===== src/rtl/mem_port_arbiter_if.sv =====
// Bus bundle between the fetch/data requesters, the arbiter and the unified memory.
interface mem_port_arbiter_if #(
   parameter int unsigned ADDR_W = 32,
   parameter int unsigned DATA_W = 32
);
   // fetch port
   logic              if_req_i;
   logic [ADDR_W-1:0] if_addr_i;
   logic [DATA_W-1:0] if_rdata_o;
   logic              if_done_o;
   // data port
   logic              dm_req_i;
   logic              dm_we_i;
   logic [ADDR_W-1:0] dm_addr_i;
   logic [DATA_W-1:0] dm_wdata_i;
   logic [DATA_W-1:0] dm_rdata_o;
   logic              dm_done_o;
   // pipeline control
   logic              stall_o;
   // memory side
   logic              mem_req_o;
   logic              mem_we_o;
   logic [ADDR_W-1:0] mem_addr_o;
   logic [DATA_W-1:0] mem_wdata_o;
   logic [DATA_W-1:0] mem_rdata_i;
   logic              mem_ready_i;
   // status
   logic              err_o;

   // arbiter view
   modport slave (
      input  if_req_i, if_addr_i,
      output if_rdata_o, if_done_o,
      input  dm_req_i, dm_we_i, dm_addr_i, dm_wdata_i,
      output dm_rdata_o, dm_done_o,
      output stall_o,
      output mem_req_o, mem_we_o, mem_addr_o, mem_wdata_o,
      input  mem_rdata_i, mem_ready_i,
      output err_o
   );

   // requester / memory environment view
   modport master (
      output if_req_i, if_addr_i,
      input  if_rdata_o, if_done_o,
      output dm_req_i, dm_we_i, dm_addr_i, dm_wdata_i,
      input  dm_rdata_o, dm_done_o,
      input  stall_o,
      input  mem_req_o, mem_we_o, mem_addr_o, mem_wdata_o,
      output mem_rdata_i, mem_ready_i,
      input  err_o
   );
endinterface


===== src/rtl/mem_port_arbiter.sv =====
// Arbitrates one single-port memory between instruction fetch and load/store.
// Data port wins ties unless fetch has been passed over STARVE_LIMIT times in a row;
// every access is aborted after TIMEOUT busy cycles and flagged in a sticky error.
module mem_port_arbiter #(
   parameter int unsigned ADDR_W       = 32,
   parameter int unsigned DATA_W       = 32,
   parameter int unsigned TIMEOUT      = 16,
   parameter int unsigned STARVE_LIMIT = 4
) (
   input logic               clk_i,
   input logic               rst_i,
   mem_port_arbiter_if.slave bus
);

   localparam int unsigned CNT_MAX = (TIMEOUT > STARVE_LIMIT + 1) ? TIMEOUT : STARVE_LIMIT + 1;
   localparam int unsigned CNT_W   = $clog2(CNT_MAX);
   localparam logic [CNT_W-1:0] TO_LAST    = CNT_W'(TIMEOUT - 1);
   localparam logic [CNT_W-1:0] STARVE_MAX = CNT_W'(STARVE_LIMIT);

   typedef enum logic [1:0] {
      IDLE    = 2'd0,
      IF_BUSY = 2'd1,
      DM_BUSY = 2'd2
   } state_t;

   state_t            state;
   logic [CNT_W-1:0]  busy_cnt;
   logic [CNT_W-1:0]  starve_cnt;
   logic              mem_req;
   logic              mem_we;
   logic [ADDR_W-1:0] mem_addr;
   logic [DATA_W-1:0] mem_wdata;
   logic              err;

   logic              busy;
   logic              done;
   logic              grant_if;
   logic              grant_dm;
   logic [DATA_W-1:0] rdata;

   // Completion, grant decision and returned data for the current cycle.
   always_comb begin
      busy     = (state != IDLE);
      done     = busy && (bus.mem_ready_i || (busy_cnt == TO_LAST));
      grant_if = (state == IDLE) && bus.if_req_i &&
                 (!bus.dm_req_i || (starve_cnt == STARVE_MAX));
      grant_dm = (state == IDLE) && bus.dm_req_i && !grant_if;
      rdata    = (done && bus.mem_ready_i) ? bus.mem_rdata_i : '0;
   end

   assign bus.if_done_o   = done && (state == IF_BUSY);
   assign bus.dm_done_o   = done && (state == DM_BUSY);
   assign bus.if_rdata_o  = (state == IF_BUSY) ? rdata : '0;
   assign bus.dm_rdata_o  = (state == DM_BUSY) ? rdata : '0;
   assign bus.stall_o     = (bus.if_req_i && !bus.if_done_o) ||
                            (bus.dm_req_i && !bus.dm_done_o);
   assign bus.mem_req_o   = mem_req;
   assign bus.mem_we_o    = mem_we;
   assign bus.mem_addr_o  = mem_addr;
   assign bus.mem_wdata_o = mem_wdata;
   assign bus.err_o       = err;

   // Arbitration FSM with registered memory-side outputs and counters.
   always_ff @(posedge clk_i) begin
      if (!rst_i) begin
         state      <= IDLE;
         busy_cnt   <= '0;
         starve_cnt <= '0;
         mem_req    <= 1'b0;
         mem_we     <= 1'b0;
         mem_addr   <= '0;
         mem_wdata  <= '0;
         err        <= 1'b0;
      end else begin
         case (state)
            IDLE: begin
               busy_cnt <= '0;
               if (grant_dm) begin
                  state     <= DM_BUSY;
                  mem_req   <= 1'b1;
                  mem_we    <= bus.dm_we_i;
                  mem_addr  <= bus.dm_addr_i;
                  mem_wdata <= bus.dm_wdata_i;
                  // fetch passed over again: count toward forced fetch grant
                  if (!bus.if_req_i)
                     starve_cnt <= '0;
                  else if (starve_cnt != STARVE_MAX)
                     starve_cnt <= starve_cnt + CNT_W'(1);
               end else if (grant_if) begin
                  state      <= IF_BUSY;
                  mem_req    <= 1'b1;
                  mem_we     <= 1'b0;
                  mem_addr   <= bus.if_addr_i;
                  mem_wdata  <= '0;
                  starve_cnt <= '0;
               end
            end
            IF_BUSY, DM_BUSY: begin
               if (done) begin
                  state    <= IDLE;
                  mem_req  <= 1'b0;
                  mem_we   <= 1'b0;
                  busy_cnt <= '0;
                  // ready takes precedence over a coincident timeout
                  if (!bus.mem_ready_i)
                     err <= 1'b1;
               end else begin
                  busy_cnt <= busy_cnt + CNT_W'(1);
               end
            end
            default: begin
               state   <= IDLE;
               mem_req <= 1'b0;
               mem_we  <= 1'b0;
            end
         endcase
      end
   end

endmodule

===== src/flat_wrapper.sv =====
// flat-port wrapper written by rule: the top's interface ports become plain ports
module mem_port_arbiter_flat 
#(
   parameter int unsigned ADDR_W       = 32,
   parameter int unsigned DATA_W       = 32,
   parameter int unsigned TIMEOUT      = 16,
   parameter int unsigned STARVE_LIMIT = 4
)
  (clk_i, rst_i, bus_if_req_i, bus_if_addr_i, bus_if_rdata_o, bus_if_done_o, bus_dm_req_i, bus_dm_we_i, bus_dm_addr_i, bus_dm_wdata_i, bus_dm_rdata_o, bus_dm_done_o, bus_stall_o, bus_mem_req_o, bus_mem_we_o, bus_mem_addr_o, bus_mem_wdata_o, bus_mem_rdata_i, bus_mem_ready_i, bus_err_o);
  mem_port_arbiter_if #(.ADDR_W(ADDR_W), .DATA_W(DATA_W)) bus_i ();
  input logic clk_i;
  input logic rst_i;
  input wire logic [$bits(bus_i.if_req_i)-1:0] bus_if_req_i;
  input wire logic [$bits(bus_i.if_addr_i)-1:0] bus_if_addr_i;
  output wire logic [$bits(bus_i.if_rdata_o)-1:0] bus_if_rdata_o;
  output wire logic [$bits(bus_i.if_done_o)-1:0] bus_if_done_o;
  input wire logic [$bits(bus_i.dm_req_i)-1:0] bus_dm_req_i;
  input wire logic [$bits(bus_i.dm_we_i)-1:0] bus_dm_we_i;
  input wire logic [$bits(bus_i.dm_addr_i)-1:0] bus_dm_addr_i;
  input wire logic [$bits(bus_i.dm_wdata_i)-1:0] bus_dm_wdata_i;
  output wire logic [$bits(bus_i.dm_rdata_o)-1:0] bus_dm_rdata_o;
  output wire logic [$bits(bus_i.dm_done_o)-1:0] bus_dm_done_o;
  output wire logic [$bits(bus_i.stall_o)-1:0] bus_stall_o;
  output wire logic [$bits(bus_i.mem_req_o)-1:0] bus_mem_req_o;
  output wire logic [$bits(bus_i.mem_we_o)-1:0] bus_mem_we_o;
  output wire logic [$bits(bus_i.mem_addr_o)-1:0] bus_mem_addr_o;
  output wire logic [$bits(bus_i.mem_wdata_o)-1:0] bus_mem_wdata_o;
  input wire logic [$bits(bus_i.mem_rdata_i)-1:0] bus_mem_rdata_i;
  input wire logic [$bits(bus_i.mem_ready_i)-1:0] bus_mem_ready_i;
  output wire logic [$bits(bus_i.err_o)-1:0] bus_err_o;
  assign bus_i.if_req_i = bus_if_req_i;
  assign bus_i.if_addr_i = bus_if_addr_i;
  assign bus_if_rdata_o = bus_i.if_rdata_o;
  assign bus_if_done_o = bus_i.if_done_o;
  assign bus_i.dm_req_i = bus_dm_req_i;
  assign bus_i.dm_we_i = bus_dm_we_i;
  assign bus_i.dm_addr_i = bus_dm_addr_i;
  assign bus_i.dm_wdata_i = bus_dm_wdata_i;
  assign bus_dm_rdata_o = bus_i.dm_rdata_o;
  assign bus_dm_done_o = bus_i.dm_done_o;
  assign bus_stall_o = bus_i.stall_o;
  assign bus_mem_req_o = bus_i.mem_req_o;
  assign bus_mem_we_o = bus_i.mem_we_o;
  assign bus_mem_addr_o = bus_i.mem_addr_o;
  assign bus_mem_wdata_o = bus_i.mem_wdata_o;
  assign bus_i.mem_rdata_i = bus_mem_rdata_i;
  assign bus_i.mem_ready_i = bus_mem_ready_i;
  assign bus_err_o = bus_i.err_o;
  mem_port_arbiter #(.ADDR_W(ADDR_W), .DATA_W(DATA_W), .TIMEOUT(TIMEOUT), .STARVE_LIMIT(STARVE_LIMIT)) u_core (.clk_i(clk_i), .rst_i(rst_i), .bus(bus_i));
endmodule

===== config.mk =====
export PLATFORM = sky130hd
export DESIGN_NAME = mem_port_arbiter_flat
export DESIGN_NICKNAME = d
export VERILOG_FILES = /design/src/rtl/mem_port_arbiter_if.sv /design/src/rtl/mem_port_arbiter.sv /design/src/flat_wrapper.sv
export SDC_FILE = /design/constraint.sdc
export NUM_CORES = 1
export LEC_CHECK = 0
export ABC_AREA = 1
export BUFFER_PORTS_ARGS = -buffer_cell sky130_fd_sc_hd__clkbuf_2
export CAP_MARGIN = 15
export CORE_AREA = 4 4 118 120
export DETAILED_ROUTE_END_ITERATION = 7
export DIE_AREA = 0 0 122 124
export PLACE_DENSITY_LB_ADDON = 0.08
export SYNTH_ARGS = -nofsm -noshare
export SYNTH_HDL_FRONTEND = slang
export SYNTH_SLANG_ARGS = --single-unit

===== constraint.sdc =====
create_clock -name clk_i -period 1.6 [get_ports clk_i]
set_clock_uncertainty 0.2 [all_clocks]
set_input_delay 0 -clock clk_i [delete_from_list [all_inputs] [get_ports clk_i]]
set_output_delay 0 -clock clk_i [all_outputs]
set_load 0.03 [all_outputs]

# After elaboration in Yosys (flattened, before gate mapping)
# Cells that the tools add are included.
[totals]
reg_bits = 77
out_inout_bits = 134
elab_cells = 69
[classes]
add_sub_neg = 2
n_eq_ne = 8
muxes = 24
n_bitwise = 1
reduce_logical = 26
[ops]
columns = ["op", "n"]
rows = [
  ["32-bit 2-to-1 mux", 7],
  ["4-bit 2-to-1 mux", 5],
  ["1-bit logical AND", 10],
  ["4-bit by 1-bit adder with 4-bit output (second input constant)", 2],
  ["4-bit case mux with 2 select lines", 1],
  ["2-bit 2-to-1 mux", 3],
  ["3-bit AND reduction", 2],
  ["2-bit nonzero test", 3],
  ["1-bit 2-to-1 mux", 5],
  ["4-bit by 3-bit == test with 1-bit output (second input constant)", 1],
  ["4-bit == test (second input constant)", 1],
  ["1-bit logical NOT", 4],
  ["4-bit by 3-bit != test with 1-bit output (second input constant)", 1],
  ["1-bit case mux with 2 select lines", 2],
  ["2-bit case mux with 2 select lines", 1],
  ["2-bit AND reduction", 2],
  ["1-bit logical OR", 3],
  ["3-bit by 1-bit != test with 1-bit output (second input constant)", 1],
  ["3-bit != test (second input constant)", 1],
  ["2-bit by 1-bit == test with 1-bit output (second input constant)", 1],
  ["2-bit == test (second input constant)", 1],
  ["2-bit logical NOT", 1],
  ["2-bit by 1-bit != test with 1-bit output (second input constant)", 1],
  ["2-bit OR reduction", 1],
  ["1-bit NOT", 1],
]

# Logic depth before layout (Yosys ltp)
[logic_depth]
ltp_word = 7
ltp_mapped = 11
mapped_depth_nobuf = 10

# Least setup slack after synthesis
# Ideal clock, no wire load.
[synth_timing]
path_kind = "flip-flop to output port"
start = "register u_core.state[0]"
end = "output port bus_dm_rdata_o[0]"
arrival_ns = 1.620
required_ns = 1.400
slack_ns = -0.220
path_stages_with_launch = 8
path_cell_list = "dfxtp_1 > inv_1 > ha_1 > inv_1 > nand2_2 > inv_2 > nand2_2 > nor3_1"
[synth_via]
elab_chain_len = 5
elab_cells_between_ends = 6
[synth_rtl]
columns = ["element", "line", "text"]
rows = [
  ["start, declared", "mem_port_arbiter.sv:26", "state_t state;"],
  ["start signal, assigned", "mem_port_arbiter.sv:66", "state <= IDLE;"],
  ["start signal, assigned", "mem_port_arbiter.sv:79", "state <= DM_BUSY;"],
  ["start signal, assigned", "mem_port_arbiter.sv:90", "state <= IF_BUSY;"],
  ["2-bit nonzero test", "mem_port_arbiter.sv:43", "busy = (state != IDLE);"],
  ["1-bit logical AND", "mem_port_arbiter.sv:44", "done = busy && (bus.mem_ready_i || (busy_cnt == TO_LAST));"],
  ["1-bit logical AND", "mem_port_arbiter.sv:48", "rdata = (done && bus.mem_ready_i) ? bus.mem_rdata_i : '0;"],
  ["32-bit 2-to-1 mux", "mem_port_arbiter.sv:48", ""],
  ["32-bit 2-to-1 mux *", "mem_port_arbiter.sv:54", "assign bus.dm_rdata_o = (state == DM_BUSY) ? rdata : '0;"],
  ["end, declared", "flat_wrapper.sv:21", "output wire logic [$bits(bus_i.dm_rdata_o)-1:0] bus_dm_rdata_o;"],
]
# Mark *: on every way between the ends. The rest lies on a longest branch, timed or not.

# Worst setup path in the final report
[layout_timing]
start = "register u_core.busy_cnt[0]"
end = "output port bus_dm_rdata_o[1]"
[layout_via]
elab_chain_len = 6
[layout_rtl]
columns = ["element", "line", "text"]
rows = [
  ["start, declared", "mem_port_arbiter.sv:27", "logic [CNT_W-1:0] busy_cnt;"],
  ["start signal, assigned", "mem_port_arbiter.sv:108", "busy_cnt <= busy_cnt + CNT_W'(1);"],
  ["4-bit == test", "mem_port_arbiter.sv:44", ""],
  ["1-bit logical OR", "mem_port_arbiter.sv:44", ""],
  ["1-bit logical AND", "mem_port_arbiter.sv:44", ""],
  ["1-bit logical AND", "mem_port_arbiter.sv:48", ""],
  ["32-bit 2-to-1 mux", "mem_port_arbiter.sv:48", ""],
  ["32-bit 2-to-1 mux", "mem_port_arbiter.sv:54", ""],
]
# Every way passes these cells.

==> flow_summary.json <==
{
  "status": "complete, but fails checks",
  "violations": "setup timing",
  "grt_max_degree": 28,
  "gp_congestion": 0.742,
  "via_per_inst": 5.20,
  "n_antenna_cell": 0,
  "timing.rr.start": "u_core.busy_cnt[0]",
  "synth_fp_nets": 773,
  "cts_tree": "built",
  "final_common_cell": "clkbuf_2",
  "start_kind": "flip-flop",
  "hold_viol_final": 0,
  "rsz0062_at_grt": "true",
  "wl_microns": 25400,
  "cts_root_buf": "clkbuf_16",
  "num_rows": 42,
  "antenna_found_initial": 0,
  "avgSynthCellArea_sq_um": 7.02,
  "hpwl_microns": 11300,
  "clk_pin_slew_ns": 0.06,
  "timing.fmax_ghz": 0.481,
  "die_w_microns": 122,
  "cp_max_fo": 6,
  "worst_setup_path_end_kind": "output pin",
  "ir_drop_v": 0.000536,
  "final_cell_mix": "200 x clkbuf_2, 101 x dlygate4sd3_1, 98 x inv_1",
  "regArea_sq_mm": 0.00155,
  "post-place-ws_ns": -0.136,
  "io_pins": 268,
  "start_util_pct": 34.2,
  "avgRoutedWirePerCell_microns": 20.3,
  "powerDensity_mw_per_mm2": 801,
  "p_leak_nw": 5.65,
  "drive_gt1_share_pct": 64.9,
  "min_path_cells": 5,
  "via_count": 6509,
  "syn2layout_area_growth_pct": 149,
  "slew_viol_final": 0,
  "fin_crit_sh_pct": 130,
  "core_area_sq_mm": 0.0130,
  "cp.arrival_ns": 1.88,
  "port-buffer-count": 267,
  "netlist_instances": 632,
  "die_h_microns": 124,
  "worstPathRequired_ns": 1.40,
  "drc": 0,
  "multi_input_area_sq_mm": 0.00386,
  "ant_nets": 0,
  "maxCapViolations": 0,
  "die-area_sq_mm": 0.0151,
  "cts.sinks": 77,
  "grt_pass1_vias": 6645,
  "reg2reg_slack_ns": -0.33,
  "setup_tns_ns": -43.24,
  "min_from": "bus_dm_req_i",
  "insertion_delay_ns": 0.33,
  "grt_first_pass_wirelength_microns": 34500,
  "fin_area_sq_mm": 0.0111,
  "grt_usage_pct": 29.0,
  "fillCellCount": 649,
  "setup_viol": 143,
  "fin_ws_ns": -0.480,
  "path_class": "reg2out",
  "hold_ws_ns": 0.128,
  "drtIter0Drc": 340,
  "tightestPinTransition_ns": 0.469,
  "firstDrtPassIters": 5,
  "hold_end": "u_core.bus.mem_we_o",
  "nets": 1211,
  "reg2reg_to": "u_core.bus.mem_we_o",
  "cts_buffers": 9,
  "maxSlewHeadroom_pct": 68.7,
  "post-route-min-period_ns": 2.08,
  "hold_path_class": "in2reg",
  "overflow": 0,
  "h-tree-depth": 3,
  "synth_area_sq_mm": 0.00444,
  "synth.yosys.seq_area_share_pct": 34.7,
  "clockBufferDepth": 2,
  "dpl_cell_area_sq_mm": 0.00643,
  "ff2ff_path_depth": 12,
  "ys_types": 25,
  "synth.ff_latch_count": 77,
  "final_core_util_pct": 85.2,
  "yosysWarnings": 0
}
[cell usage after synthesis]
cell type / n / area share [%]
buf_4: 14 / 2.4
nand3_1: 104 / 12
nor3_2: 60 / 14
a31oi_1: 1 / 0.14
inv_1: 114 / 9.6
o21ai_0: 26 / 2.9
a21oi_1: 43 / 4.9
buf_2: 14 / 1.6
ha_1: 7 / 2.0
buf_1: 1 / 0.085
xor2_1: 1 / 0.20
clkbuf_1: 13 / 1.1
nand4_1: 2 / 0.28
o21ai_1: 10 / 1.1
nor3_1: 8 / 0.90
clkbuf_2: 1 / 0.11
buf_6: 4 / 1.0
nand2_2: 5 / 0.71
nand3b_1: 1 / 0.17
o22ai_1: 1 / 0.14
a22oi_1: 1 / 0.17
nor2_1: 9 / 0.76
nand2_1: 111 / 9.4
inv_2: 4 / 0.34
dfxtp_1: 77 / 35
[layout make-up]
cell class	instances	area share [%]
Clock buffer	9	2.04
Clock inverter	7	0.928
Inverter	118	4.36
Multi-Input combinational cell	392	34.9
Sequential cell	77	14.0
Tap cell	176	1.99
Timing Repair Buffer	472	41.8
[power breakdown]
group          switching (mW)  internal, mW
Clock                   0.891          1.39
Combinational            2.39          1.88
Sequential              0.179          2.13
[metal layers]
metal  vias up  track usage [%]  part of all wire (%)
met5         -                0                     0
met4         0             12.0                   4.5
met3        98             7.49                   7.8
met2       369             55.5                    55
met1      3106             29.9                    32
li1       2936                -                     -
[sequential cells by signal, summed over array words and instances, names as in the netlist]
| name | count |
|---|---|
| u_core.busy_cnt | 4 |
| u_core.bus.mem_addr_o | 32 |
| u_core.bus.mem_we_o | 1 |
| u_core.bus.err_o | 1 |
| u_core.bus.mem_wdata_o | 32 |
| u_core.bus.mem_req_o | 1 |
| u_core.starve_cnt | 4 |
| u_core.state | 2 |
[worst max-delay path, stage by stage, from the launching register on]
cell      delay (ns)
dfxtp_2         0.35
ha_4            0.15
nand3_2         0.11
nand2_2         0.12
nand2_4         0.08
inv_8           0.09
nand2_8         0.10
buf_6           0.17
nor3_2          0.17
clkbuf_8        0.20
[cell families after synthesis]
group                    after synthesis  synth area share (%)
AO/OA/AOI/OAI                         82                  9.36
buffers and inverters                165                  16.2
XOR/XNOR                               1                 0.197
adder cells (fa/ha/maj)                7                  1.97
flip-flops                            77                  34.7
AND/OR/NAND/NOR                      300                  37.5
[metrics by stage]
step	cells	power, mW
global placement	1071	4.43
CTS	1246	8.43
finish	1251	8.85
floorplan	632	3.72
detailed placement	1071	4.46
global route	1251	9.20
[worst max path at each step]
stage | from | to | cells past startpoint
detailed placement | u_core.busy_cnt[0] | bus_if_rdata_o[15] | 9
CTS | u_core.busy_cnt[0] | bus_if_rdata_o[27] | 9
global route | u_core.busy_cnt[0] | bus_dm_rdata_o[1] | 9
floorplan | u_core.state[0] | bus_dm_rdata_o[1] | 5
finish | u_core.busy_cnt[0] | bus_dm_rdata_o[1] | 9
global placement | u_core.state[0] | u_core.bus.mem_addr_o[26] | 11
[repair_timing]
action / in CTS / in global routing
endpoints found under the setup margin: 135 / 143
hold endpoints to repair: 75 / 0
gates cloned: 28 / 4
setup buffers: 31 / 11
gates resized for setup: 429 / 174
pin swaps: 83 / 46
hold buffers: 101 / 0
No activity file was read; power rests on OpenSTA's default activity.
